$ cat src/rtl/instr_feeder_if.sv
// Instruction feeder bus: host load port, run control, status, and the
// valid/ready instruction channel toward the core's instruction register.
//   master : the feeder (drives instruction channel and status)
//   slave  : host/core side (drives load port, control and instr_ready)
interface instr_feeder_if #(
    parameter int unsigned ADDR_W = 4
) ();
    // host load port
    logic              load_en;
    logic              load_we;
    logic [15:0]       load_data;
    // run control
    logic              start;
    logic              abort;
    // instruction channel
    logic [31:0]       instr_out;
    logic [ADDR_W-1:0] instr_pc;
    logic              instr_valid;
    logic              instr_ready;
    // status
    logic [ADDR_W:0]   prog_len;
    logic              busy;
    logic              done;
    logic              load_err;

    modport master (
        input  load_en, load_we, load_data, start, abort, instr_ready,
        output instr_out, instr_pc, instr_valid, prog_len, busy, done, load_err
    );

    modport slave (
        output load_en, load_we, load_data, start, abort, instr_ready,
        input  instr_out, instr_pc, instr_valid, prog_len, busy, done, load_err
    );
endinterface

$ cat src/rtl/instr_feeder.sv
// Program loader and fetch sequencer feeding 32-bit instruction words to the core.
// Load phase: halfword pairs (hi first) from the 16-bit host port fill the
// instruction RAM. Run phase: stored words are issued in order from PC 0 over a
// valid/ready handshake until the program length or a HALT opcode is reached.
// Ports:
//   clock   rising-edge clock
//   reset   asynchronous active-high reset
//   bus     instr_feeder_if.master (load port, start/abort, instruction channel, status)
module instr_feeder #(
    parameter int unsigned DEPTH   = 16,
    parameter int unsigned ADDR_W  = 4,
    parameter logic [4:0]  HALT_OP = 5'h1F
) (
    input  logic               clock,
    input  logic               reset,
    instr_feeder_if.master     bus
);

    localparam int unsigned LEN_W  = ADDR_W + 1;
    localparam int unsigned WORD_W = 32;
    localparam int unsigned HALF_W = 16;

    typedef enum logic [1:0] {
        S_IDLE = 2'd0,
        S_LOAD = 2'd1,
        S_RUN  = 2'd2,
        S_DONE = 2'd3
    } state_t;

    state_t              state_q, state_d;
    logic                half_q, half_d;
    logic [HALF_W-1:0]   hi_q, hi_d;
    logic [LEN_W-1:0]    prog_len_q, prog_len_d;
    logic                load_err_q, load_err_d;
    logic [WORD_W-1:0]   instr_out_q, instr_out_d;
    logic [ADDR_W-1:0]   instr_pc_q, instr_pc_d;
    logic                instr_valid_q, instr_valid_d;
    logic                busy_q, busy_d;
    logic                done_q, done_d;

    logic                wr_en_c;
    logic [LEN_W-1:0]    nxt_pc_c;
    logic [WORD_W-1:0]   nxt_word_c;
    logic [WORD_W-1:0]   first_word_c;

    // Instruction RAM; contents deliberately survive reset.
    logic [WORD_W-1:0]   mem [DEPTH];

    // RAM write port: completed halfword pair goes to the next free entry.
    always_ff @(posedge clock) begin
        if (wr_en_c) begin
            mem[prog_len_q[ADDR_W-1:0]] <= {hi_q, bus.load_data};
        end
    end

    // Asynchronous-read lookahead of the word after the one being presented.
    assign nxt_pc_c     = LEN_W'(instr_pc_q) + LEN_W'(1);
    assign nxt_word_c   = mem[nxt_pc_c[ADDR_W-1:0]];
    assign first_word_c = mem[0];

    // State and output registers.
    always_ff @(posedge clock or posedge reset) begin
        if (reset) begin
            state_q       <= S_IDLE;
            half_q        <= 1'b0;
            hi_q          <= '0;
            prog_len_q    <= '0;
            load_err_q    <= 1'b0;
            instr_out_q   <= '0;
            instr_pc_q    <= '0;
            instr_valid_q <= 1'b0;
            busy_q        <= 1'b0;
            done_q        <= 1'b0;
        end else begin
            state_q       <= state_d;
            half_q        <= half_d;
            hi_q          <= hi_d;
            prog_len_q    <= prog_len_d;
            load_err_q    <= load_err_d;
            instr_out_q   <= instr_out_d;
            instr_pc_q    <= instr_pc_d;
            instr_valid_q <= instr_valid_d;
            busy_q        <= busy_d;
            done_q        <= done_d;
        end
    end

    // Next-state and next-output logic.
    always_comb begin
        state_d       = state_q;
        half_d        = half_q;
        hi_d          = hi_q;
        prog_len_d    = prog_len_q;
        load_err_d    = load_err_q;
        instr_out_d   = instr_out_q;
        instr_pc_d    = instr_pc_q;
        instr_valid_d = instr_valid_q;
        wr_en_c       = 1'b0;

        case (state_q)
            S_IDLE, S_DONE: begin
                instr_valid_d = 1'b0;
                if (bus.load_en) begin
                    // A new session replaces the program.
                    state_d    = S_LOAD;
                    prog_len_d = '0;
                    load_err_d = 1'b0;
                    half_d     = 1'b0;
                end else if (bus.start && (prog_len_q != '0)) begin
                    instr_pc_d = '0;
                    if (first_word_c[31:27] == HALT_OP) begin
                        state_d = S_DONE;
                    end else begin
                        state_d       = S_RUN;
                        instr_out_d   = first_word_c;
                        instr_valid_d = 1'b1;
                    end
                end
            end

            S_LOAD: begin
                if (!bus.load_en) begin
                    // Any unpaired hi halfword is discarded.
                    state_d = S_IDLE;
                    half_d  = 1'b0;
                end else if (bus.load_we) begin
                    if (!half_q) begin
                        hi_d   = bus.load_data;
                        half_d = 1'b1;
                    end else begin
                        half_d = 1'b0;
                        if (prog_len_q == LEN_W'(DEPTH)) begin
                            load_err_d = 1'b1;
                        end else begin
                            wr_en_c    = 1'b1;
                            prog_len_d = prog_len_q + LEN_W'(1);
                        end
                    end
                end
            end

            S_RUN: begin
                if (bus.abort) begin
                    state_d       = S_IDLE;
                    instr_valid_d = 1'b0;
                end else if (instr_valid_q && bus.instr_ready) begin
                    // End of program or HALT: the HALT word is never presented.
                    if ((nxt_pc_c == prog_len_q) || (nxt_word_c[31:27] == HALT_OP)) begin
                        state_d       = S_DONE;
                        instr_valid_d = 1'b0;
                    end else begin
                        instr_out_d = nxt_word_c;
                        instr_pc_d  = nxt_pc_c[ADDR_W-1:0];
                    end
                end
            end

            default: begin
                state_d       = S_IDLE;
                instr_valid_d = 1'b0;
            end
        endcase

        busy_d = (state_d == S_LOAD) || (state_d == S_RUN);
        done_d = (state_d == S_DONE);
    end

    assign bus.instr_out   = instr_out_q;
    assign bus.instr_pc    = instr_pc_q;
    assign bus.instr_valid = instr_valid_q;
    assign bus.prog_len    = prog_len_q;
    assign bus.busy        = busy_q;
    assign bus.done        = done_q;
    assign bus.load_err    = load_err_q;

endmodule

$ cat src/flat_wrapper.sv
// flat-port wrapper written by rule: the top's interface ports become plain ports
module instr_feeder_flat 
#(
    parameter int unsigned DEPTH   = 16,
    parameter int unsigned ADDR_W  = 4,
    parameter logic [4:0]  HALT_OP = 5'h1F
)
  (clock, reset, bus_load_en, bus_load_we, bus_load_data, bus_start, bus_abort, bus_instr_ready, bus_instr_out, bus_instr_pc, bus_instr_valid, bus_prog_len, bus_busy, bus_done, bus_load_err);
  instr_feeder_if #(.ADDR_W(ADDR_W)) bus_i ();
  input  logic clock;
  input  logic reset;
  input wire logic [$bits(bus_i.load_en)-1:0] bus_load_en;
  input wire logic [$bits(bus_i.load_we)-1:0] bus_load_we;
  input wire logic [$bits(bus_i.load_data)-1:0] bus_load_data;
  input wire logic [$bits(bus_i.start)-1:0] bus_start;
  input wire logic [$bits(bus_i.abort)-1:0] bus_abort;
  input wire logic [$bits(bus_i.instr_ready)-1:0] bus_instr_ready;
  output wire logic [$bits(bus_i.instr_out)-1:0] bus_instr_out;
  output wire logic [$bits(bus_i.instr_pc)-1:0] bus_instr_pc;
  output wire logic [$bits(bus_i.instr_valid)-1:0] bus_instr_valid;
  output wire logic [$bits(bus_i.prog_len)-1:0] bus_prog_len;
  output wire logic [$bits(bus_i.busy)-1:0] bus_busy;
  output wire logic [$bits(bus_i.done)-1:0] bus_done;
  output wire logic [$bits(bus_i.load_err)-1:0] bus_load_err;
  assign bus_i.load_en = bus_load_en;
  assign bus_i.load_we = bus_load_we;
  assign bus_i.load_data = bus_load_data;
  assign bus_i.start = bus_start;
  assign bus_i.abort = bus_abort;
  assign bus_i.instr_ready = bus_instr_ready;
  assign bus_instr_out = bus_i.instr_out;
  assign bus_instr_pc = bus_i.instr_pc;
  assign bus_instr_valid = bus_i.instr_valid;
  assign bus_prog_len = bus_i.prog_len;
  assign bus_busy = bus_i.busy;
  assign bus_done = bus_i.done;
  assign bus_load_err = bus_i.load_err;
  instr_feeder #(.DEPTH(DEPTH), .ADDR_W(ADDR_W), .HALT_OP(HALT_OP)) u_core (.clock(clock), .reset(reset), .bus(bus_i));
endmodule
$ cat config.mk
export PLATFORM = sky130hd
export DESIGN_NAME = instr_feeder_flat
export DESIGN_NICKNAME = d
export VERILOG_FILES = /design/src/rtl/instr_feeder_if.sv /design/src/rtl/instr_feeder.sv /design/src/flat_wrapper.sv
export SDC_FILE = /design/constraint.sdc
export NUM_CORES = 1
export LEC_CHECK = 0
export CAP_MARGIN = 20
export CORE_MARGIN = 1
export CORE_UTILIZATION = 50
export DETAILED_ROUTE_END_ITERATION = 8
export PLACE_DENSITY = 0.68
export SETUP_SLACK_MARGIN = 0.05
export SLEW_MARGIN = 20
export SYNTH_ARGS = -nofsm -noshare
export SYNTH_HDL_FRONTEND = slang
export SYNTH_SLANG_ARGS = --single-unit
$ cat constraint.sdc
create_clock -name clock -period 4.45 [get_ports clock]
set_input_delay 0.445 -clock clock [delete_from_list [all_inputs] [get_ports clock]]
set_output_delay 0.445 -clock clock [all_outputs]
set_load 0.02 [all_outputs]
==> out/metrics.cfg <==
[cells_and_area]
syn2layout_area_growth_pct=15.5
fin_nets=1145
fillers=3146
layout_commonest_cell=edfxtp_1
antenna_cells=0
drive_gt1_share_pct=32.1
fin_area_sq_um=26200
layout_common_cells=edfxtp_1 (512), mux4_2 (141), mux2_2 (83), clkdlybuf4s50_1 (67), dfrtp_1 (63)

[status]
status=completed

[die]
dieArea_sq_um=46200
core_area_sq_um=44500
row_count=77
die_y_um=215
dieWidth_um=215
start_util_pct=50.9
io_pins=68

[logic_synthesis]
synthFlopType=edfxtp_1
async_flop_share_pct=11.1
synth_cells=999
synth_nets=1031
synth.avg_cell_area_sq_um=22.7
yosys_warnings=0
synth_edf_count=512
yosysUniqueCellTypes=47
syn_area_sq_um=22700
ys_seq_area_share_pct=74.9
synth_seq_cells=576

[clock_network]
cts.repair.resized=0
cts-buffers-inserted=57
cts_setup_buffers=0
clockBufferDepth=3
htreeDepth=2
clkTransAtPathRegs_ps=60
clock_latency_ps=600
cts_hold_buf=0
root_buffer=clkbuf_16
tritoncts=built
cts_sinks=576

[place]
post_dp_cell_area_sq_um=24300
dpl.hpwl_um=26300
gp_congestion=0.764
portBuffers=67
pre_cts_ws_ps=505

[critical_path]
end_kind=flop
worstPathArrival_ps=4380
path_class=reg -> reg
rr_startpoint=u_core.bus.instr_pc[0]$_DFFE_PP0P_
critical_path.top_delay_family=buffers and inverters
path_buf_inv=3
crit_start=u_core.bus.instr_pc[0]$_DFFE_PP0P_
cpMostUsedCell=buf_4
path_cells=buf_12 -> nand3_1 -> xor2_4 -> buf_4 -> mux2i_1 -> and4_1 -> a211o_2 -> a22oi_4 -> buf_4 -> mux2_2
max_stage_delay_ps=600
cp_slowest_cell=buf_12
cp.required_ps=4920
cp_max_fo=99
start_kind=flop

[global_route]
antenna_found_initial=0
track_usage_pct=20.8
grt_pass1_wl_um=70300
grt_max_degree=100
grt.overflow.total=0
grt_pass1_vias=10879

[route]
firstDrtPassIters=7
drc=0
via_count=10489
totalWireLength_um=46600
postRouteAntennaNets=0
post_drt_via_cell_ratio=5.98
initialDrtViolationCount=927
wl_per_cell_um=26.6

[power_and_ir_drop]
p_per_area_nw_per_um2=518
ir_worst_vdd_mv=0.569
totalPowerFinal_uw=13600
p_leak_uw=0.00846

[timing]
setup_violations=0
rsz0062_at_grt=false
fin_ws_ps=542
fmax_ghz=0.256
worstMarginPinSlew_ps=1050
hold_viol_final=0
final.setup.tns_ps=0
finalCriticalPeriod_ps=3910
slew_violations=0
period_share_pct=87.8
finClkSkew_ps=19.7
slew_headroom_pct=30.1

[hold_path]
min_path_type=in -> async

[flow_run]
maxCapViolations=0

==> through the flow <==
stage | std cells | hold WS (ps) | utilization (%)
after global routing | 1754 | 353 | 58.8
after detailed placement | 1646 | 497 | 54.6
after floorplan | 999 | 539 | -
after global placement | 1646 | 490 | 54.6
after CTS | 1754 | 290 | 58.8
final | 1754 | 290 | 58.8
==> cells by family after synthesis <==
kind of cell    Yosys count  synth area share, %
simple gates             65                 1.32
xor+xnor                 11                0.541
flops                   576                 74.9
compound gates           27                0.933
mux                     253                 20.5
buf+inv                  58                 1.33
fa+ha+maj                 9                0.497
==> state kept, by name, summed over array words and instances, names as in the netlist <==
signal and flops:
u_core.bus.instr_out 32, u_core.half_q 1, u_core.bus.busy 1, u_core.bus.instr_pc 4, u_core.bus.load_err 1, u_core.hi_q 16
u_core.bus.prog_len 5, u_core.mem 512, u_core.bus.done 1, u_core.state_q 2, u_core.bus.instr_valid 1
==> area by class of cell <==
| class | instances | area [sq um] | area share (%) |
|---|---|---|---|
| Clock buffer | 89 | 1670 | 6.37 |
| Clock inverter | 19 | 211 | 0.807 |
| Inverter | 9 | 35.0 | 0.134 |
| Multi-Input combinational cell | 365 | 5530 | 21.1 |
| Sequential cell | 576 | 17000 | 64.8 |
| Tap cell | 592 | 741 | 2.83 |
| Timing Repair Buffer | 104 | 1020 | 3.91 |
==> metal layers <==
layer	up-vias	wire, um	track usage (%)	part of all wire, %
li1	4417	-	-	-
met1	5638	20600	30.4	44
met2	364	22200	32.6	48
met3	70	2950	3.57	6.3
met4	0	875	5.67	1.9
met5	-	0	0	0
==> power by group <==
part           internal [uW]  total, uW  switching, uW
registers               6540       7020            481
logic                    877       1800            921
clock network           2810       4750           1940
==> cell usage after synthesis, types with 2 or more instances <==
cell      instances  area [sq um]
dfrtp_1          64          1600
mux2i_1          14           140
mux4_2          141          3180
nor3_1            7          35.0
o31a_1            3          26.3
clkbuf_1         27           101
nand2_1          13          48.8
o21ai_0           5          25.0
xnor2_1           4          35.0
a22o_1            3          26.3
mux4_1           15           394
mux2_2           83           935
inv_1             9          33.8
edfxtp_1        512         15400
nand2b_1          3          18.8
xor2_1            5          43.8
nor2_1           26          97.6
buf_6             7          78.8
ha_1              9           113
a21oi_1           5          25.0
nand3_1           7          35.0
buf_4             2          15.0
buf_2            11          55.1
==> worst paths after layout <==
path / depth (start not counted) / slack (ps) / end
max in group asynchronous: 3 / 3230 / u_core.bus.instr_out[15]$_DFFE_PP0P_
hold reg to reg: 1 / 510 / u_core.bus.instr_out[5]$_DFFE_PP0P_
min in group clock: 1 / 510 / u_core.bus.instr_out[5]$_DFFE_PP0P_
hold / removal: 2 / 290 / u_core.bus.instr_out[5]$_DFFE_PP0P_
setup reg to reg: 10 / 540 / u_core.bus.instr_out[9]$_DFFE_PP0P_
setup / recovery: 10 / 540 / u_core.bus.instr_out[9]$_DFFE_PP0P_
Note: power is estimated with default switching activity, not from simulation.
